File: src/rtl/hazard_sb.sv
// Decode-stage hazard scoreboard: per-port forwarding selects, load-use and mult/div stalls.
// Forwarding and stall are combinational; the mult/div busy counter and stall statistic are registered.
module hazard_sb #(
    parameter int AW      = 5,
    parameter int NRP     = 2,
    parameter int MUL_LAT = 5,
    parameter int DIV_LAT = 32
) (
    input  logic                clk,
    input  logic                rst,
    input  logic [NRP*AW-1:0]   D_RsAddrs,
    input  logic [NRP-1:0]      D_RdUse,
    input  logic                E_WriteReg,
    input  logic                E_MemRead,
    input  logic [AW-1:0]       E_RD,
    input  logic                M_WriteReg,
    input  logic                M_MemRead,
    input  logic [AW-1:0]       M_RD,
    input  logic                W_WriteReg,
    input  logic [AW-1:0]       W_RegWriteAddr,
    input  logic                D_MDStart,
    input  logic                D_MDIsDiv,
    input  logic                D_ReadHiLo,
    input  logic                StatClr,
    output logic [2*NRP-1:0]    FWD,
    output logic                Stall,
    output logic                FlushE,
    output logic                MD_Busy,
    output logic [15:0]         StallCnt
);

    localparam logic [7:0] MUL_LOAD = 8'(MUL_LAT);
    localparam logic [7:0] DIV_LOAD = 8'(DIV_LAT);

    logic [2*NRP-1:0] fwd_sel;
    logic [NRP-1:0]   port_lu;
    logic             md_stall;
    logic             stall_raw;
    logic             md_accept;

    logic [7:0]       busy_q, busy_d;
    logic [15:0]      cnt_q, cnt_d;

    for (genvar gi = 0; gi < NRP; gi++) begin : g_port
        logic [AW-1:0] addr;
        logic          used;
        logic          e_hit;
        logic          m_hit;
        logic          w_hit;

        assign addr  = D_RsAddrs[gi*AW +: AW];
        // Reads of r0 never hazard, so a zero address is treated as unused.
        assign used  = D_RdUse[gi] && (addr != '0);
        assign e_hit = used && E_WriteReg && (E_RD == addr);
        assign m_hit = used && M_WriteReg && (M_RD == addr);
        assign w_hit = used && W_WriteReg && (W_RegWriteAddr == addr);

        assign fwd_sel[2*gi +: 2] = e_hit ? 2'b01 :
                                    m_hit ? 2'b10 :
                                    w_hit ? 2'b11 : 2'b00;

        // A load in M only matters when E does not shadow it with a younger write.
        assign port_lu[gi] = (e_hit && E_MemRead) || (m_hit && !e_hit && M_MemRead);
    end

    assign MD_Busy   = (busy_q != 8'd0);
    assign md_stall  = MD_Busy && (D_ReadHiLo || D_MDStart);
    assign stall_raw = (|port_lu) || md_stall;

    assign Stall     = stall_raw && !rst;
    assign FlushE    = Stall;
    assign FWD       = rst ? '0 : fwd_sel;
    assign StallCnt  = cnt_q;

    assign md_accept = D_MDStart && !Stall;

    always_comb begin
        busy_d = busy_q;
        if (md_accept) begin
            busy_d = D_MDIsDiv ? DIV_LOAD : MUL_LOAD;
        end else if (busy_q != 8'd0) begin
            busy_d = busy_q - 8'd1;
        end
    end

    always_comb begin
        cnt_d = cnt_q;
        if (StatClr) begin
            cnt_d = 16'd0;
        end else if (Stall && (cnt_q != 16'hFFFF)) begin
            cnt_d = cnt_q + 16'd1;
        end
    end

    always_ff @(posedge clk or posedge rst) begin
        if (rst) begin
            busy_q <= 8'd0;
            cnt_q  <= 16'd0;
        end else begin
            busy_q <= busy_d;
            cnt_q  <= cnt_d;
        end
    end

endmodule

File: config.mk
export PLATFORM = sky130hd
export DESIGN_NAME = hazard_sb
export DESIGN_NICKNAME = d
export VERILOG_FILES = /design/src/rtl/hazard_sb.sv
export SDC_FILE = /design/constraint.sdc
export NUM_CORES = 1
export LEC_CHECK = 0
export BUFFER_PORTS_ARGS = -buffer_cell sky130_fd_sc_hd__buf_2
export CAP_MARGIN = 25
export CORE_MARGIN = 8
export CORE_UTILIZATION = 45
export DETAILED_ROUTE_END_ITERATION = 8
export GPL_ROUTABILITY_DRIVEN = 0
export PLACE_DENSITY = 0.73
export RECOVER_POWER = 25
export SLEW_MARGIN = 30
export SYNTH_ARGS = -nofsm -noshare
export SYNTH_HDL_FRONTEND = slang
export SYNTH_SLANG_ARGS = --single-unit
File: constraint.sdc
create_clock -name clk -period 4.95 [get_ports clk]
set_input_delay 0.7425 -clock clk [delete_from_list [all_inputs] [get_ports clk]]
set_output_delay 0.7425 -clock clk [all_outputs]
set_load 0.01 [all_outputs]
==> key figures, run 1 <==
STA
  • RSZ-0062 raised after global routing: no
  • Final Critical Period: 3.935 ns
  • Max Slew Vio Count: 0
  • Period utilisation layout: between 70% and 80%
  • Setup Skew: ~0.0064 ns
  • Setup WS post-layout: approximately 1.0 ns
  • Total negative slack: 0 ns
  • Rel. slew slack: 6.027%
  • Final setup viols: 0
  • FMAX: 0.2541 GHz
  • Slew @ Worst Pin: 1.410 ns
  • Final hold vios: 0

Run status
  • Outcome: finished, final reports clean

Clock tree
  • CTS tree: yes
  • CTS buffer count: 3
  • Worst-path clk slew: approximately 0.090 ns
  • Post-CTS setup buffers: 0
  • Clk root buf: clkbuf_8
  • CTS Hold Buffers Added: 0
  • Htree depth: 1
  • Longest Clk Path Bufs: 2
  • Total clock sinks: 24
  • Worst-Skew Late Latency: 0.27 ns
  • Cts repair resizes: 0

Finish
  • Layout cell share with drive strength beyond 1: 26.85%
  • Commonest non-fill, non-tap cells in the layout: buf_2 (59), xor2_1 (26), dfrtp_1 (24), a21oi_1 (15)
  • Synth-to-Final Area Change: 22.03%
  • Leading cell type in the layout, fill and taps excluded: buf_2
  • Antenna diodes: 0
  • # fillers: 347
  • Layout net count: 298

Floorplan
  • Die area: 0.006187 mm2
  • Row count: 22
  • Initial Util: ~48%
  • Top-Level Pins: 61
  • Die W: between 70 and 80 um
  • Die height: 78.66 um
  • Core area: roughly 0.0037 mm2

Worst setup path
  • Critical Path RT: 4.21 ns
  • R2r worst-path depth: 10
  • Crit Path Class: in -> out
  • R2R Path Start: busy_q[0]
  • CP arrival: 3.19 ns
  • CP endpoint kind: primary output
  • Startpoint Class: primary input
  • Worst-path fanout max: 30
  • Reg2reg end: StallCnt[2]
  • R2r setup slk: between 1.5 and 2 ns

Detailed routing
  • First-pass DRT Iterations: 4
  • ANT nets after route: 0
  • Initial DRC Count: 84
  • Wire length per cell: 15.02 um
  • Vias per cell: approximately 5.5
  • Routed Wire Length: 4580 um
  • Via count: approximately 1700
  • # DRC: 0

Synth
  • Synth Instances: 201
  • Unique masters post-synth: 39
  • Sequential area share after synthesis: 33.99%
  • Syn Nets: 241
  • Netlist Area Pre-Place: 0.001767 mm2
  • Syn_area_per_cell: roughly 8.8 um2
  • Total number of yosys warnings: 0
  • Synth Register Bits: 24

Power and ir drop
  • Leakage: around 0.97 nW
  • Maximum VDD drop: 0.1302 mV
  • Pwr dens: a little under 300 mW/mm2

Global routing
  • Total global-route track usage: approximately 15%
  • Gr ovfl total: 0
  • Largest net degree at the start of global routing: 31
  • First-pass GRT wire length: 7776 um
  • Initial antenna violation count: 0
  • Vias in the first global route: 1734

Hold path
  • Hold path start: busy_q[4]
  • Hold Crit Depth: 2
  • Endpoint, Worst Hold: busy_q[4]
  • Worst min-delay path class: reg -> reg

Placement
  • Post-detail-place hpwl: 3685 um
  • Post-placement setup slack: 1.149 ns
  • Port Buffers: 60

Job
  • Max-Cap Viols: 0
==> logic make-up (layout without fill, tap and decap cells) <==
family	after synthesis	after routing	synth area share, %
flops	24	24	33.99
buf+inv	15	71	3.966
xor+xnor	34	34	16.86
simple gates	80	80	25.57
fa+ha+maj	2	2	1.416
compound gates	40	40	14.59
mux	6	6	3.612
==> routing by layer <==
metal / up-vias / GRT usage, % / wire length (um)
li1: 852 / - / -
met1: 783 / 18.13 / 2039
met2: 45 / 25.35 / 2228
met3: 4 / 4.214 / 258
met4: 0 / 4.444 / 53
met5: - / 0 / 0
==> flip-flops by register name (all words and copies together) (netlist names) <==
signal	flops
StallCnt	16
busy_q	8
==> power breakdown <==
group          switching, mW  internal, mW
Sequential            0.0258         0.225
Combinational          0.112        0.0871
Clock                 0.0648         0.108
Total                  0.203         0.420
==> worst max-delay path by stage <==
stage | to | cells after the start | slack [ns] | from
2_1_floorplan | Stall | 8 | 1.70 | D_RsAddrs[6]
3_3_place_gp | FlushE | 8 | 1.18 | D_RsAddrs[1]
3_5_place_dp | FlushE | 8 | 1.15 | D_RsAddrs[1]
4_1_cts | FlushE | 9 | 1.03 | busy_q[0]
6_report | FlushE | 7 | 1.01 | rst
5_1_grt | FlushE | 7 | 0.62 | rst
==> layout make-up <==
type | instances | area, um2 | share of cell area, %
repair buffers | 61 | 302.8 | 14.05
well taps | 48 | 60.06 | 2.786
clock buffers | 3 | 41.29 | 1.915
flip-flops and latches | 24 | 600.6 | 27.86
clock inverters | 1 | 30.03 | 1.393
inverters | 6 | 22.52 | 1.045
multi-input cells | 162 | 1099 | 50.96
==> critical path: stages <==
cell      delay, ns
clkbuf_1       0.13
inv_1          0.07
clkbuf_1       1.02
o211ai_1       0.29
o211a_1        0.53
inv_1          0.23
buf_2          0.16
==> per-stage QoR <==
| stage | cell area, um2 | util [%] | power (mW) | hold WS (ns) | cells |
|---|---|---|---|---|---|
| 2_1_floorplan | 1767 | - | 0.3988 | 0.5066 | 201 |
| 3_3_place_gp | 2087 | 56.16 | 0.4507 | 0.5281 | 301 |
| 3_5_place_dp | 2087 | 56.16 | 0.4572 | 0.5386 | 301 |
| 4_1_cts | 2158 | 58.08 | 0.6312 | 0.5604 | 305 |
| 5_1_grt | 2156 | 58.01 | 0.6701 | 0.5847 | 305 |
| 6_report | 2156 | 58.01 | 0.6230 | 0.5538 | 305 |
==> Yosys cell counts <==
| master | instances | area [um2] |
|---|---|---|
| a211oi_1 | 3 | 22.52 |
| o211ai_1 | 2 | 15.01 |
| mux2_2 | 3 | 33.78 |
| dfrtp_1 | 24 | 600.6 |
| and4_1 | 2 | 17.52 |
| buf_4 | 1 | 7.510 |
| and4_4 | 1 | 11.26 |
| a21oi_1 | 15 | 75.07 |
| o21a_1 | 2 | 15.01 |
| xnor2_1 | 8 | 70.07 |
| and3_1 | 3 | 18.77 |
| or2_2 | 1 | 6.260 |
| nand2_1 | 12 | 45.04 |
| mux2i_1 | 3 | 30.03 |
| nor2_1 | 13 | 48.80 |
| xor2_1 | 26 | 227.7 |
| buf_2 | 2 | 10.01 |
| o41ai_1 | 1 | 8.760 |
| buf_6 | 1 | 11.26 |
| nor3b_1 | 1 | 7.510 |
| nand3b_1 | 1 | 7.510 |
| o21ai_0 | 3 | 15.01 |
| nor3_1 | 4 | 20.02 |
| nand3_1 | 8 | 40.04 |
| nand4_1 | 5 | 31.28 |
| o211a_1 | 1 | 10.01 |
| o22a_1 | 1 | 8.760 |
| nor4b_1 | 1 | 8.760 |
| ha_1 | 2 | 25.02 |
| inv_1 | 6 | 22.52 |
| or4_1 | 11 | 82.58 |
| nor2b_1 | 4 | 25.02 |
| or3_1 | 4 | 25.02 |
| clkbuf_1 | 3 | 11.26 |
| buf_1 | 2 | 7.510 |
| nor4_1 | 8 | 50.05 |
| and2_1 | 1 | 6.260 |
| a31oi_1 | 2 | 12.51 |
| o31ai_1 | 10 | 75.07 |
No activity file was read; power rests on OpenSTA's default activity.
==> run 2: changes to the inputs <==
--- a/config.mk
+++ b/config.mk
@@ -11,7 +11,7 @@
 export CORE_UTILIZATION = 45
 export DETAILED_ROUTE_END_ITERATION = 8
 export GPL_ROUTABILITY_DRIVEN = 0
-export PLACE_DENSITY = 0.73
+export PLACE_DENSITY = 0.76
 export RECOVER_POWER = 25
 export SLEW_MARGIN = 30
 export SYNTH_ARGS = -nofsm -noshare
==> constraint.sdc (replaced) <==
create_clock -name clk -period 3.4 [get_ports clk]
set_input_delay 0.51 -clock clk [delete_from_list [all_inputs] [get_ports clk]]
set_output_delay 0.51 -clock clk [all_outputs]
set_load 0.01 [all_outputs]
==> run 2 against run 1 <==
Compared with the run above:
- global-route usage decreased by 0.19 points
- non-clock buffer count up 3
- design area fell by 0.46%
- clock-buffer cell count stayed put
- critical path type unchanged
- largest cell class unchanged
==> key figures, run 2 (synthesis gave the netlist of run 1 again) <==
Worst setup path
  • Critical Path, Cell by Cell: buf_2 -> or4_1 -> o21a_1 -> and4_1 -> o22a_1 -> o211a_1 -> inv_1 -> buf_2
  • Critical Path RT: 2.89 ns (-1.32 ns)
  • Slowest cell delay on critical path: 0.52 ns (-0.50 ns)
  • Most frequent CP cell: buf_2
  • Slowest CP cell: or4_1
  • CP arrival: 2.39 ns (-0.80 ns)
  • Startpoint Class: primary input
  • CP endpoint kind: primary output
  • R2R Path Start: busy_q[2]
  • R2r worst-path depth: 10 (unchanged)
  • Crit Path Class: in -> out
  • R2r setup slk: 0.73 ns (-0.95 ns)
  • Worst-path fanout max: 10 (-67%)
  • Reg2reg end: busy_q[2]

STA
  • Hold slack: 0.2419 ns (-0.3119 ns)
  • Max Slew Vio Count: 0 (unchanged)
  • RSZ-0062 raised after global routing: no
  • Final setup viols: 0 (unchanged)
  • Rel. slew slack: 35.72% (+30 points)
  • Total negative slack: 0 ns (unchanged)
  • Slew @ Worst Pin: 0.9643 ns (-0.4453 ns)
  • FMAX: about 0.34 GHz
  • Final Critical Period: 2.899 ns
  • Final hold vios: 0 (unchanged)
  • Setup Skew: 0.001838 ns (-0.004543 ns)
  • Period utilisation layout: a little under nine tenths

Global routing
  • Gr ovfl total: 0 (unchanged)
  • Largest net degree at the start of global routing: 22 (-29%)
  • Vias in the first global route: 1703 (-1.8%)
  • Initial antenna violation count: 0 (unchanged)
  • First-pass GRT wire length: 7741 um (-0.45%)
  • Total global-route track usage: 14.85% (-0.19 points)

Finish
  • Register area: 600.6 um2 (unchanged)
  • Core Util, Final: 57.74% (-0.27 points)
  • Layout net count: 301 (+1.0%)
  • Area of the multi-input gates: 0.001096 mm2 (-0.23%)
  • Max reg flops: 16 (unchanged)
  • Antenna diodes: 0 (unchanged)
  • Leading cell type in the layout, fill and taps excluded: buf_2
  • # fillers: 357 (+2.9%)
  • Layout cell share with drive strength beyond 1: 27.03% (+0.18 points)
  • Synth-to-Final Area Change: 21.46%
  • Commonest non-fill, non-tap cells in the layout: buf_2 (59), xor2_1 (26), dfrtp_1 (24), a21oi_1 (15), nor2_1 (13)
  • Final instance area: 0.002146 mm2 (-0.46%)

Floorplan
  • Core area: 0.003716 mm2 (unchanged)
  • Die height: 78.66 um (unchanged)
  • Top-Level Pins: 61 (unchanged)
  • Initial Util: 47.54% (unchanged)
  • Row count: 22 (unchanged)
  • Die area: 0.006187 mm2 (unchanged)
  • Die W: 78.66 um (unchanged)

Clock tree
  • Htree depth: 1 (unchanged)
  • Cts repair resizes: 0 (unchanged)
  • Total clock sinks: 24 (unchanged)
  • CTS tree: yes
  • Longest Clk Path Bufs: 2 (unchanged)
  • Clk root buf: clkbuf_8
  • CTS buffer count: 3 (unchanged)
  • CTS Hold Buffers Added: 0 (unchanged)
  • Worst-path clk slew: 0.08 ns (about the same)
  • Worst-Skew Late Latency: 0.26 ns (about the same)
  • Post-CTS setup buffers: 0 (unchanged)

Detailed routing
  • ANT nets after route: 0 (unchanged)
  • Routed Wire Length: 4449 um (-2.9%)
  • Wire length per cell: 14.49 um (-3.5%)
  • Via count: 1682 (-0.12%)
  • Vias per cell: 5.479 (-0.77%)
  • First-pass DRT Iterations: 4 (unchanged)
  • # DRC: 0 (unchanged)
  • Initial DRC Count: 84 (unchanged)

Power and ir drop
  • Final Power: 831.1 uW (+33%)
  • Combinational share of power: 36.0% (+4.0 points)
  • Maximum VDD drop: 0.1322 mV (+1.5%)
  • Clock power share: 20.2% (-7.6 points)
  • Switching part of the total: 34.86% (+2.3 points)
  • Pwr dens: 387.3 mW/mm2 (+34%)
  • Internal power: 541.3 uW (+29%)
  • Leakage: 0.9708 nW (+0.14%)
  • Reg power frac: 43.8% (+3.6 points)
  • Total net switching power: 289.7 uW (+43%)

Placement
  • Port Buffers: 60 (unchanged)
  • DP Area: 0.002110 mm2 (+1.1%)
  • Post-detail-place hpwl: 3705 um (+0.56%)

Run status
  • Outcome: finished, final reports clean

Job
  • Max-Cap Viols: 0 (unchanged)

Hold path
  • Worst min-delay path class: in -> async
==> run 2: cell types whose count changed in the layout (fill, tap and decap cells not counted), sizes merged <==
| cell | change |
|---|---|
| bufinv | -1 |
| buf | +3 |
==> run 2: per-layer routing <==
| layer | routed length, um | vias to the layer above | GRT usage, % |
|---|---|---|---|
| met1 | 1956 | 770 | 17.80 |
| li1 | - | 861 | - |
| met5 | 0 | - | 0 |
| met3 | 270 | 5 | 4.442 |
| met2 | 2164 | 46 | 24.94 |
| met4 | 57 | 0 | 4.444 |
==> run 2: how the worst max path moves through the flow <==
stage                       from           end
floorplan           D_RsAddrs[6]         Stall
global placement    D_RsAddrs[1]  StallCnt[10]
detailed placement  D_RsAddrs[1]  StallCnt[10]
CTS                 D_RsAddrs[1]         Stall
global route           busy_q[2]         Stall
finish              D_RsAddrs[1]         Stall
==> run 2: worst max-delay path, delay by kind of cell <==
family	cells	cell delay [ns]
and+or+nand+nor	2	0.74
AOI/OAI and AO/OA	3	0.72
buffers and inverters	3	0.41
==> run 2: metrics by stage <==
step | worst slack [ns] | std cells
6_report | 0.5005 | 307
5_1_grt | 0.3487 | 307
4_1_cts | 0.4938 | 307
3_5_place_dp | 0.3015 | 304
3_3_place_gp | 0.3551 | 304
2_1_floorplan | 0.6111 | 201
==> run 2: power by group through the flow <==
| stage | registers [mW] | clock network, mW | logic, mW |
|---|---|---|---|
| after floorplan | 0.363 | 0 | 0.218 |
| after detailed placement | 0.370 | 0 | 0.303 |
| after CTS | 0.364 | 0.169 | 0.305 |
| after global placement | 0.367 | 0 | 0.298 |
| final | 0.364 | 0.168 | 0.299 |
| after global routing | 0.370 | 0.179 | 0.345 |
==> run 2: layout make-up <==
cell class	instances	share of cell area, %
clock buffers	3	1.924
inverters	6	1.050
multi-input cells	162	51.08
flip-flops and latches	24	27.99
well taps	48	2.799
repair buffers	64	15.16
==> run 3: changes to the inputs <==
==> constraint.sdc (replaced) <==
create_clock -name clk -period 3.4 [get_ports clk]
set_input_delay 0 -clock clk [delete_from_list [all_inputs] [get_ports clk]]
set_output_delay 0 -clock clk [all_outputs]
set_load 0.01 [all_outputs]
==> run 3 against run 2 <==
Compared with the run above:
- critical endpoint is now StallCnt[15]
- fmax up 13%
- via count increased by 4.1%
- utilization rose by 0.37 points
- largest cell class unchanged
==> key figures, run 3 (synthesis gave the netlist of run 1 again) <==
Global routing
  • First-pass GRT wire length: 7859 um (+1.5%)
  • Gr ovfl total: 0 (unchanged)
  • Initial antenna violation count: 0 (unchanged)
  • Largest net degree at the start of global routing: 20 (-9.1%)
  • Vias in the first global route: 1781 (+4.6%)
  • Total global-route track usage: 14.96% (+0.11 points)

Worst setup path
  • Critical Path, Cell by Cell: inv_1 -> ha_1 -> nand3b_1 -> nor3_1 -> buf_4 -> inv_1 -> o211ai_1 -> o211a_1 -> buf_4 -> or4_1 -> a21oi_1
  • Slowest cell delay on critical path: 0.52 ns (about the same)
  • Reg2reg end: StallCnt[15]
  • R2r setup slk: 0.84 ns (+0.11 ns)
  • CP arrival: 2.75 ns (+0.36 ns)
  • Worst-path fanout max: 19 (+9)
  • Critical Path RT: 3.59 ns (+0.70 ns)
  • Crit Path Class: reg -> reg
  • Buf/Inv on CP: 4 (+1)
  • CP endpoint kind: flop
  • Startpoint Class: flop
  • End of the critical path: StallCnt[15]
  • Critical Path Source: busy_q[0]
  • Slowest CP cell: or4_1
  • Critical path depth: 11 (+3)
  • R2r worst-path depth: 11 (+1)
  • Crit path max-delay family: simple AND/OR/NAND/NOR gates
  • R2R Path Start: busy_q[0]

STA
  • RSZ-0062 raised after global routing: no
  • Rel. slew slack: 68.93% (+33 points)
  • Final Critical Period: 2.560 ns (-0.3391 ns)
  • Setup Skew: 0.003522 ns (+0.001683 ns)
  • Total negative slack: 0 ns (unchanged)
  • Period utilisation layout: 75.30% (-10 points)
  • Max Slew Vio Count: 0 (unchanged)
  • Slew @ Worst Pin: 0.4656 ns (-0.4987 ns)
  • FMAX: 0.3906 GHz (+13%)
  • Setup WS post-layout: 0.8396 ns (+0.3391 ns)
  • Final hold vios: 0 (unchanged)
  • Final setup viols: 0 (unchanged)

Power and ir drop
  • Clock power share: 19.9% (-0.3 points)
  • Switching part of the total: 34.35% (-0.51 points)
  • Maximum VDD drop: 0.1579 mV (+19%)
  • Internal power: 542.2 uW (+0.17%)
  • Total net switching power: 283.8 uW (-2.1%)
  • Pwr dens: 382.5 mW/mm2 (-1.2%)
  • Combinational share of power: 36.2% (+0.2 points)
  • Leakage: 0.9474 nW (-2.4%)
  • Reg power frac: 43.9% (about the same)

Floorplan
  • Top-Level Pins: 61 (unchanged)
  • Initial Util: 47.54% (unchanged)
  • Die W: 78.66 um (unchanged)
  • Die height: 78.66 um (unchanged)
  • Die area: 0.006187 mm2 (unchanged)
  • Row count: 22 (unchanged)
  • Core area: 0.003716 mm2 (unchanged)

Job
  • Max-Cap Viols: 0 (unchanged)

Finish
  • Layout net count: 303 (+0.66%)
  • Antenna diodes: 0 (unchanged)
  • Leading cell type in the layout, fill and taps excluded: buf_2
  • Layout cell share with drive strength beyond 1: 24.14% (-2.9 points)
  • Max reg flops: 16 (unchanged)
  • # fillers: 360 (+0.84%)
  • Synth-to-Final Area Change: 22.24%
  • Commonest non-fill, non-tap cells in the layout: buf_2 (51), xor2_1 (26), dfrtp_1 (24), a21oi_1 (15), nor2_1 (13)

Detailed routing
  • Wire length per cell: 14.46 um (-0.22%)
  • Initial DRC Count: 211 (+150%)
  • # DRC: 0 (unchanged)
  • Routed Wire Length: 4468 um (+0.43%)
  • First-pass DRT Iterations: 4 (unchanged)
  • Vias per cell: 5.667 (+3.4%)
  • Via count: 1751 (+4.1%)
  • ANT nets after route: 0 (unchanged)

Clock tree
  • Longest Clk Path Bufs: 2 (unchanged)
  • Total clock sinks: 24 (unchanged)
  • Worst-Skew Late Latency: 0.26 ns (about the same)
  • CTS tree: yes
  • CTS buffer count: 3 (unchanged)
  • Clk root buf: clkbuf_8
  • Htree depth: 1 (unchanged)
  • Post-CTS setup buffers: 0 (unchanged)
  • Worst-path clk slew: 0.08 ns (about the same)

Hold path
  • Worst min-delay path class: in -> reg

Run status
  • Outcome: finished, final reports clean

Placement
  • Post-detail-place hpwl: 3653 um (-1.4%)
  • Post-placement setup slack: 0.7698 ns (+0.4683 ns)
  • Port Buffers: 60 (unchanged)
-- run 3: worst reg2reg max path: stages (launching register included) --
cell	delay (ns)
dfrtp_1	0.35
inv_1	0.08
ha_1	0.24
nand3b_1	0.15
nor3_1	0.07
buf_4	0.15
inv_1	0.13
o211ai_1	0.12
o211a_1	0.28
buf_4	0.24
or4_1	0.52
a21oi_1	0.15
-- run 3: layout make-up --
class	instances	area (um2)	share of cell area [%]
tap	48	60.06	2.781
inverter	6	22.52	1.043
clock buffer	3	41.29	1.912
timing repair buffer	66	339.1	15.70
multi-input combinational	162	1096	50.75
sequential	24	600.6	27.81
-- run 3: worst min-delay path by stage --
stage,start,to,cells past startpoint
after global placement,rst,StallCnt[0],2
after floorplan,rst,StallCnt[0],1
after detailed placement,rst,StallCnt[0],2
after CTS,D_MDStart,busy_q[5],3
after global routing,D_MDStart,busy_q[5],3
final,D_MDStart,busy_q[5],3
-- run 3: timing repair --
action	4_1_cts	5_1_grt
resized for setup	0	0
hold buffers	2	0
hold endpoints to repair	11	0
endpoints found under the setup margin	0	0
-- run 3: metal layers --
layer	wire length [um]	share of wire (%)	global-route usage [%]
met1	1963	44	18.71
met2	2156	48	24.61
met3	260	5.8	2.733
met4	88	2.0	6.296
met5	0	0	0
-- run 3: power by group through the flow --
stage	clock network, mW	logic (mW)	registers (mW)
finish	0.164	0.299	0.362
floorplan	0	0.218	0.363
global placement	0	0.297	0.368
CTS	0.167	0.303	0.363
detailed placement	0	0.299	0.369
global route	0.182	0.347	0.369
-- run 3: per-stage QoR --
step                      power [mW]  area, um2  cells  hold WS [ns]  utilization, %
final                         0.8260       2160    309       0.01182           58.11
after global routing          0.8984       2160    309       0.03884           58.11
after CTS                     0.8325       2171    309       0.01173           58.42
after detailed placement      0.6677       2110    304       0.07083           56.77
after global placement        0.6653       2110    304       0.07434           56.77
after floorplan               0.5806       1767    201       0.03984               -
